==> src/rtl/memory_stage_lsu_pkg.sv <==
`default_nettype none
// ============================================================================
// Module      : memory_stage_lsu_pkg
// Description : Shared types for the MEM-stage load/store unit: funct3 access
//               size codes, LSU FSM states and the WB control bundle.
// Revision    : 1.0 - initial release
// ============================================================================
package memory_stage_lsu_pkg;

  // funct3 encodings of the access size; D and WU exist only when XLEN=64
  typedef enum logic [2:0] {
    MS_B  = 3'b000,
    MS_H  = 3'b001,
    MS_W  = 3'b010,
    MS_D  = 3'b011,
    MS_BU = 3'b100,
    MS_HU = 3'b101,
    MS_WU = 3'b110
  } mem_size_t;

  typedef enum logic [1:0] {
    IDLE = 2'd0,
    REQ  = 2'd1,
    RSP  = 2'd2
  } lsu_state_t;

  // Write-back control carried from EX/MEM to MEM/WB untouched
  typedef struct packed {
    logic reg_write;
    logic mem_to_reg;
  } control_type;

endpackage
`default_nettype wire

==> src/rtl/memory_stage_lsu_align.sv <==
`default_nettype none
// ============================================================================
// Module      : memory_stage_lsu_align
// Description : Combinational lane logic: byte enables, lane-replicated store
//               data, load lane extraction with sign/zero extension, and the
//               alignment / legal-size check.
// Revision    : 1.0 - initial release
// ============================================================================
module memory_stage_lsu_align
  import memory_stage_lsu_pkg::*;
#(
  parameter  int XLEN  = 32,
  localparam int BE_W  = XLEN / 8,
  localparam int OFF_W = $clog2(XLEN / 8)
) (
  input  logic [OFF_W-1:0] off_i,
  input  logic [2:0]       size_i,
  input  logic [XLEN-1:0]  wdata_i,
  input  logic [XLEN-1:0]  rdata_i,
  output logic [BE_W-1:0]  be_o,
  output logic [XLEN-1:0]  wdata_o,
  output logic [XLEN-1:0]  rdata_o,
  output logic             misaligned_o
);

  logic [XLEN-1:0]    w_shift;
  logic signed [7:0]  w_b;
  logic signed [15:0] w_h;
  logic signed [31:0] w_w;

  // Move the addressed lane down to bit 0 before extension
  assign w_shift = rdata_i >> {off_i, 3'b000};
  assign w_b     = w_shift[7:0];
  assign w_h     = w_shift[15:0];
  assign w_w     = w_shift[31:0];

  // Decode size into enables, replicated store data, extended load data and legality
  always_comb begin
    be_o         = '0;
    wdata_o      = '0;
    rdata_o      = '0;
    misaligned_o = 1'b0;
    case (size_i)
      MS_B: begin
        be_o    = BE_W'(1) << off_i;
        wdata_o = {BE_W{wdata_i[7:0]}};
        rdata_o = XLEN'(w_b);
      end
      MS_BU: begin
        be_o    = BE_W'(1) << off_i;
        wdata_o = {BE_W{wdata_i[7:0]}};
        rdata_o = XLEN'(w_shift[7:0]);
      end
      MS_H: begin
        misaligned_o = off_i[0];
        be_o         = BE_W'(3) << off_i;
        wdata_o      = {(XLEN/16){wdata_i[15:0]}};
        rdata_o      = XLEN'(w_h);
      end
      MS_HU: begin
        misaligned_o = off_i[0];
        be_o         = BE_W'(3) << off_i;
        wdata_o      = {(XLEN/16){wdata_i[15:0]}};
        rdata_o      = XLEN'(w_shift[15:0]);
      end
      MS_W: begin
        misaligned_o = |off_i[1:0];
        be_o         = BE_W'(15) << off_i;
        wdata_o      = {(XLEN/32){wdata_i[31:0]}};
        rdata_o      = XLEN'(w_w);
      end
      MS_WU: begin
        if (XLEN == 64) begin
          misaligned_o = |off_i[1:0];
          be_o         = BE_W'(15) << off_i;
          wdata_o      = {(XLEN/32){wdata_i[31:0]}};
          rdata_o      = XLEN'(w_shift[31:0]);
        end else begin
          misaligned_o = 1'b1;
        end
      end
      MS_D: begin
        if (XLEN == 64) begin
          misaligned_o = |off_i;
          be_o         = '1;
          wdata_o      = wdata_i;
          rdata_o      = w_shift;
        end else begin
          misaligned_o = 1'b1;
        end
      end
      default: misaligned_o = 1'b1;
    endcase
  end

endmodule
`default_nettype wire

==> src/rtl/memory_stage_lsu.sv <==
`default_nettype none
// ============================================================================
// Module      : memory_stage_lsu
// Description : MEM pipeline stage with a multi-cycle load/store unit.
//               Issues valid/ready requests to data memory, waits for a
//               response (with optional timeout), and registers all results
//               into the MEM/WB register. Stalls upstream while busy.
// Revision    : 1.0 - initial release
// ============================================================================
module memory_stage_lsu
  import memory_stage_lsu_pkg::*;
#(
  parameter  int XLEN           = 32,
  parameter  int TIMEOUT_CYCLES = 64,
  localparam int CNT_W          = (TIMEOUT_CYCLES > 0) ? $clog2(TIMEOUT_CYCLES + 1) : 1
) (
  input  logic               clk,
  input  logic               rst,
  input  logic               valid_in,
  input  logic [XLEN-1:0]    alu_result,
  input  logic               MemRead,
  input  logic               MemWrite,
  input  logic [2:0]         mem_size,
  input  logic [XLEN-1:0]    memory_data,
  input  control_type        control_in,
  input  logic [4:0]         rd_in,
  input  logic [XLEN-1:0]    pc,
  output logic               stall_out,
  output logic               dmem_req_valid,
  input  logic               dmem_req_ready,
  output logic [XLEN-1:0]    dmem_addr,
  output logic               dmem_we,
  output logic [XLEN/8-1:0]  dmem_be,
  output logic [XLEN-1:0]    dmem_wdata,
  input  logic               dmem_rsp_valid,
  input  logic [XLEN-1:0]    dmem_rdata,
  output logic               valid_out,
  output logic [XLEN-1:0]    memory_bypass,
  output logic [XLEN-1:0]    memory_output,
  output control_type        control_out,
  output logic [4:0]         rd_out,
  output logic [XLEN-1:0]    pc_out,
  output logic               misaligned_out,
  output logic               bus_error_out
);

  localparam int BE_W  = XLEN / 8;
  localparam int OFF_W = $clog2(BE_W);

  lsu_state_t        state_q, state_d;
  logic [CNT_W-1:0]  cnt_q;

  logic [XLEN-1:0]   addr_q;
  logic              we_q;
  logic [BE_W-1:0]   be_q;
  logic [XLEN-1:0]   wdata_q;

  logic              valid_q;
  logic [XLEN-1:0]   bypass_q;
  logic [XLEN-1:0]   mout_q;
  control_type       ctrl_q;
  logic [4:0]        rd_q;
  logic [XLEN-1:0]   pc_q;
  logic              mis_q;
  logic              berr_q;

  logic [BE_W-1:0]   w_be;
  logic [XLEN-1:0]   w_wdata;
  logic [XLEN-1:0]   w_rdata;
  logic              w_bad;
  logic              w_mem_op;
  logic              w_load;
  logic              w_tmo_hit;
  logic              w_accept;
  logic              w_done;
  logic              w_tmo;
  logic              w_stall;
  logic              w_req_valid;

  memory_stage_lsu_align #(
    .XLEN (XLEN)
  ) u_align (
    .off_i        (alu_result[OFF_W-1:0]),
    .size_i       (mem_size),
    .wdata_i      (memory_data),
    .rdata_i      (dmem_rdata),
    .be_o         (w_be),
    .wdata_o      (w_wdata),
    .rdata_o      (w_rdata),
    .misaligned_o (w_bad)
  );

  assign w_mem_op  = MemRead | MemWrite;
  assign w_load    = MemRead & ~MemWrite;
  assign w_tmo_hit = (TIMEOUT_CYCLES != 0) && (cnt_q == CNT_W'(TIMEOUT_CYCLES));

  // Next-state, handshake and completion decode; stall drops on the result edge
  always_comb begin
    state_d     = state_q;
    w_accept    = 1'b0;
    w_done      = 1'b0;
    w_tmo       = 1'b0;
    w_stall     = 1'b0;
    w_req_valid = 1'b0;
    case (state_q)
      IDLE: begin
        if (valid_in) begin
          if (w_mem_op && !w_bad) begin
            w_accept = 1'b1;
            w_stall  = 1'b1;
            state_d  = REQ;
          end else begin
            w_done = 1'b1;
          end
        end
      end
      REQ: begin
        w_req_valid = 1'b1;
        if (w_tmo_hit) begin
          w_done  = 1'b1;
          w_tmo   = 1'b1;
          state_d = IDLE;
        end else begin
          w_stall = 1'b1;
          if (dmem_req_ready) state_d = RSP;
        end
      end
      RSP: begin
        // A response arriving on the terminal count still completes normally
        if (dmem_rsp_valid) begin
          w_done  = 1'b1;
          state_d = IDLE;
        end else if (w_tmo_hit) begin
          w_done  = 1'b1;
          w_tmo   = 1'b1;
          state_d = IDLE;
        end else begin
          w_stall = 1'b1;
        end
      end
      default: state_d = IDLE;
    endcase
  end

  // FSM state register
  always_ff @(posedge clk or negedge rst) begin
    if (!rst) state_q <= IDLE;
    else      state_q <= state_d;
  end

  // Timeout counter: cleared when a request is accepted, counts every busy cycle
  always_ff @(posedge clk or negedge rst) begin
    if (!rst) begin
      cnt_q <= '0;
    end else if (w_accept) begin
      cnt_q <= '0;
    end else if ((state_q != IDLE) && (TIMEOUT_CYCLES != 0)) begin
      cnt_q <= cnt_q + CNT_W'(1);
    end
  end

  // Request latch: address/enables/data stay stable for the whole REQ phase
  always_ff @(posedge clk or negedge rst) begin
    if (!rst) begin
      addr_q  <= '0;
      we_q    <= 1'b0;
      be_q    <= '0;
      wdata_q <= '0;
    end else if (w_accept) begin
      addr_q  <= {alu_result[XLEN-1:OFF_W], {OFF_W{1'b0}}};
      we_q    <= MemWrite;
      be_q    <= w_be;
      wdata_q <= w_wdata;
    end
  end

  // MEM/WB register: written on completion, valid and flags pulse for one cycle
  always_ff @(posedge clk or negedge rst) begin
    if (!rst) begin
      valid_q  <= 1'b0;
      bypass_q <= '0;
      mout_q   <= '0;
      ctrl_q   <= '0;
      rd_q     <= '0;
      pc_q     <= '0;
      mis_q    <= 1'b0;
      berr_q   <= 1'b0;
    end else begin
      valid_q <= w_done;
      mis_q   <= w_done & (state_q == IDLE) & w_mem_op & w_bad;
      berr_q  <= w_tmo;
      if (w_done) begin
        bypass_q <= alu_result;
        mout_q   <= ((state_q == RSP) && dmem_rsp_valid && w_load) ? w_rdata : '0;
        ctrl_q   <= control_in;
        rd_q     <= rd_in;
        pc_q     <= pc;
      end
    end
  end

  // Stall is forced low while reset is asserted, even with a memory op waiting
  assign stall_out      = w_stall & rst;
  assign dmem_req_valid = w_req_valid;
  assign dmem_addr      = addr_q;
  assign dmem_we        = we_q;
  assign dmem_be        = be_q;
  assign dmem_wdata     = wdata_q;

  assign valid_out      = valid_q;
  assign memory_bypass  = bypass_q;
  assign memory_output  = mout_q;
  assign control_out    = ctrl_q;
  assign rd_out         = rd_q;
  assign pc_out         = pc_q;
  assign misaligned_out = mis_q;
  assign bus_error_out  = berr_q;

endmodule
`default_nettype wire

==> config.mk <==
export PLATFORM = sky130hd
export DESIGN_NAME = memory_stage_lsu
export DESIGN_NICKNAME = d
export VERILOG_FILES = /design/src/rtl/memory_stage_lsu_pkg.sv /design/src/rtl/memory_stage_lsu_align.sv /design/src/rtl/memory_stage_lsu.sv
export SDC_FILE = /design/constraint.sdc
export NUM_CORES = 1
export LEC_CHECK = 0
export CORE_AREA = 10 10 166 168
export CTS_CLUSTER_DIAMETER = 40
export CTS_CLUSTER_SIZE = 14
export DETAILED_ROUTE_END_ITERATION = 8
export DIE_AREA = 0 0 176 178
export MAX_ROUTING_LAYER = met4
export PLACE_DENSITY = 0.66
export SETUP_SLACK_MARGIN = 0.4
export SLEW_MARGIN = 10
export SYNTH_ARGS = -nofsm -noshare
export SYNTH_HDL_FRONTEND = slang
export SYNTH_SLANG_ARGS = --single-unit
==> constraint.sdc <==
create_clock -name clk -period 3.4 [get_ports clk]
set_clock_uncertainty 0.05 [all_clocks]
set_input_delay 1.02 -clock clk [delete_from_list [all_inputs] [get_ports clk]]
set_output_delay 1.02 -clock clk [all_outputs]
set_load 0.005 [all_outputs]
==> results.cfg <==
[placement]
io_buffer_count = 319
dp_hpwl_um = 20400
place_ws_ns = -0.584
dpl-instance-area_mm2 = 0.0120
gp_congestion = 0.873

[power]
p_clk_frac = 0.203
leakage_nw = 5.54
combPwrFrac = 0.446
switchingPower_mw = 3.08
seqPwrFrac = 0.351
power_density_mw_per_mm2 = 793
p_int_mw = 6.99
p_sw_frac = 0.306
ir_worst_vdd_mv = 0.454

[drt]
drc_errors = 0
routedWlPerCell_um = 20.1
drtIter0Drc = 430
vias_per_cell = 4.83
drtPass1Iterations = 4
vias = 6492
drtAntennaViolNets = 0
wl_um = 27100

[cts]
cts_num_sinks = 182
cts_made_buffers = 17
path_clk_slew_ns = 0.07
cts_tree = yes
clockBufferDepth = 2
cts-root-buf = clkbuf_16
clk_latency_ns = 0.43
htreeDepth = 4
cts_hold_buf = 0

[timing]
relSlewSlack = 0.338
setup_viol = 0
min_period_ns = 3.07
whs_ns = 0.429
slew_violations = 0
max_freq_mhz = 325
tightest_slew_ns = 0.992
rsz0062_at_grt = yes
hold_viol = 0
final.setup.tns_ns = 0
min_period_over_period = 0.904
setup_slack_ns = 0.326

[floorplan]
rows = 57
dieArea_mm2 = 0.0313
initial_utilization = 0.349
ioPinCount = 322
die_w_um = 176
die_h_um = 178
core_area_mm2 = 0.0241

[global_route]
grt_max_degree = 183
antenna_found_initial = 1
grt_pass1_wl_um = 41400
grt_use_total = 0.174
grt-ovfl-total = 0
grt_pass1_vias = 6947

[synthesis]
synthArstFlopShare = 1.00
dominantRegCellSynth = dfrtp_1
synth-edff-count = 0
avgSynthCellArea_um2 = 12.3
yosysSeqAreaShare = 0.542
syn_inst = 683
ys_types = 57
netlist_area_mm2 = 0.00840
ys_ff_latch = 182
ys_warn_count = 0

[outcome]
outcome = finished clean

[critical_path]
cpMaxStageDelayCell = nor4_4
crit_path_end_kind = output port
arrival_ns = 2.00
path_cells = buf_8, nor4_4, o2111ai_4, nand2_2, and3_4, buf_6
startpoint_type = input pin
required_ns = 2.33
crit_fanout = 2
critical_path_class = in -> out
max_stage_delay_ns = 0.34

[layout]
design_area_mm2 = 0.0127
multi_input_area_mm2 = 0.00349
final_cell_mix = clkdlybuf4s50_1, dfrtp_1, mux2_2
nFillCells = 2159
drive_gt1_frac = 0.197
final_nets = 1158
layout_commonest_cell = clkdlybuf4s50_1
seq_area_mm2 = 0.00455
final_core_util = 0.527
synthToLayoutAreaGrowth_pct = 51.1

[job]
max_cap_viol_count = 0

[hold_path]
hp-class = reg -> reg
[critical path: cells and delay by family]
kind,cells,cell delay [ns]
AND/OR/NAND/NOR,3,0.62
buffers and inverters,2,0.19
AO/OA/AOI/OAI,1,0.18
[routing by layer]
metal / share of wire / up-vias / GRT usage
met5: 0 / - / -
met4: 0.012 / 0 / 0.0445
met3: 0.081 / 15 / 0.0611
met2: 0.49 / 220 / 0.281
met1: 0.42 / 3184 / 0.205
li1: - / 3073 / -
[power groups by stage]
stage / Sequential (mW) / Combinational, mW / Clock (mW)
3_3_place_gp: 3.53 / 4.50 / 0
6_report: 3.53 / 4.50 / 2.05
3_5_place_dp: 3.56 / 4.54 / 0
5_1_grt: 3.66 / 4.85 / 2.21
4_1_cts: 3.54 / 4.56 / 2.11
2_1_floorplan: 3.61 / 1.90 / 0
[layout make-up]
class                   instances  area share
flip-flops and latches        182       0.359
diodes                          1    0.000197
well taps                     324      0.0319
multi-input cells             428       0.275
clock buffers                  18      0.0338
inverters                      23     0.00680
clock inverters                14      0.0145
repair buffers                355       0.279
[path summary, 6_finish.rpt]
| kind | startpoint | endpoint | slack (ns) | cells past startpoint |
|---|---|---|---|---|
| max in group asynchronous | rst | dmem_wdata[8] | 1.85 | 2 |
| min in group asynchronous | rst | state_q[1] | 0.71 | 2 |
| worst max-delay path | alu_result[1] | stall_out | 0.33 | 6 |
| worst min register to register | dmem_wdata[18] | dmem_wdata[18] | 0.43 | 2 |
| worst max register to register | state_q[0] | dmem_addr[5] | 0.83 | 6 |
| worst min-delay path | dmem_wdata[18] | dmem_wdata[18] | 0.43 | 2 |
[metrics by stage]
stage | power, mW | cells
2_1_floorplan | 5.52 | 684
3_3_place_gp | 8.03 | 1309
3_5_place_dp | 8.11 | 1309
4_1_cts | 10.2 | 1343
5_1_grt | 10.7 | 1345
6_report | 10.1 | 1345
[synth_stat cells (2+ instances only)]
library cell / n / share of area
dfrtp_1: 182 / 0.54
mux2_2: 84 / 0.11
nand2_1: 61 / 0.027
mux2i_1: 40 / 0.048
o21ai_0: 38 / 0.023
a21oi_1: 27 / 0.016
mux2_4: 27 / 0.048
inv_1: 23 / 0.010
buf_2: 19 / 0.011
a22o_1: 16 / 0.017
clkbuf_1: 16 / 0.0071
nor2_1: 16 / 0.0071
o22ai_1: 12 / 0.0089
and3_1: 10 / 0.0074
a22oi_1: 8 / 0.0071
a2bb2o_1: 8 / 0.0095
o211ai_1: 8 / 0.0071
o2bb2ai_1: 8 / 0.0083
nand2b_1: 7 / 0.0052
buf_4: 6 / 0.0054
ha_1: 6 / 0.0089
nor2b_1: 5 / 0.0037
buf_1: 4 / 0.0018
nor3_1: 4 / 0.0024
or2_2: 4 / 0.0030
and2_1: 3 / 0.0022
buf_6: 3 / 0.0040
nand3_1: 3 / 0.0018
xnor2_1: 3 / 0.0031
a31oi_1: 2 / 0.0015
and4b_1: 2 / 0.0024
buf_12: 2 / 0.0048
o41ai_1: 2 / 0.0021
[what timing repair did]
item	4_1_cts	5_1_grt
endpoints found under the setup margin	38	1
pin swaps	5	4
setup buffers	2	1
gates resized for setup	26	11
[cell families after synthesis]
family                   Yosys count  share of synthesized area
AO/OA/AOI/OAI                    141                      0.115
XOR/XNOR                           3                    0.00313
adder cells (fa/ha/maj)            6                    0.00893
buffers and inverters             74                     0.0465
flip-flops                       182                      0.542
multiplexers                     152                      0.211
other                              1                   0.000446
AND/OR/NAND/NOR                  124                     0.0728
[state kept, by name, indices dropped and copies added (netlist names), 4 cells and up]
register / count
pc_out: 32
dmem_wdata: 32
cnt_q: 7
dmem_addr: 30
rd_out: 5
memory_output: 32
memory_bypass: 32
dmem_be: 4
Note: power is estimated with default switching activity, not from simulation.
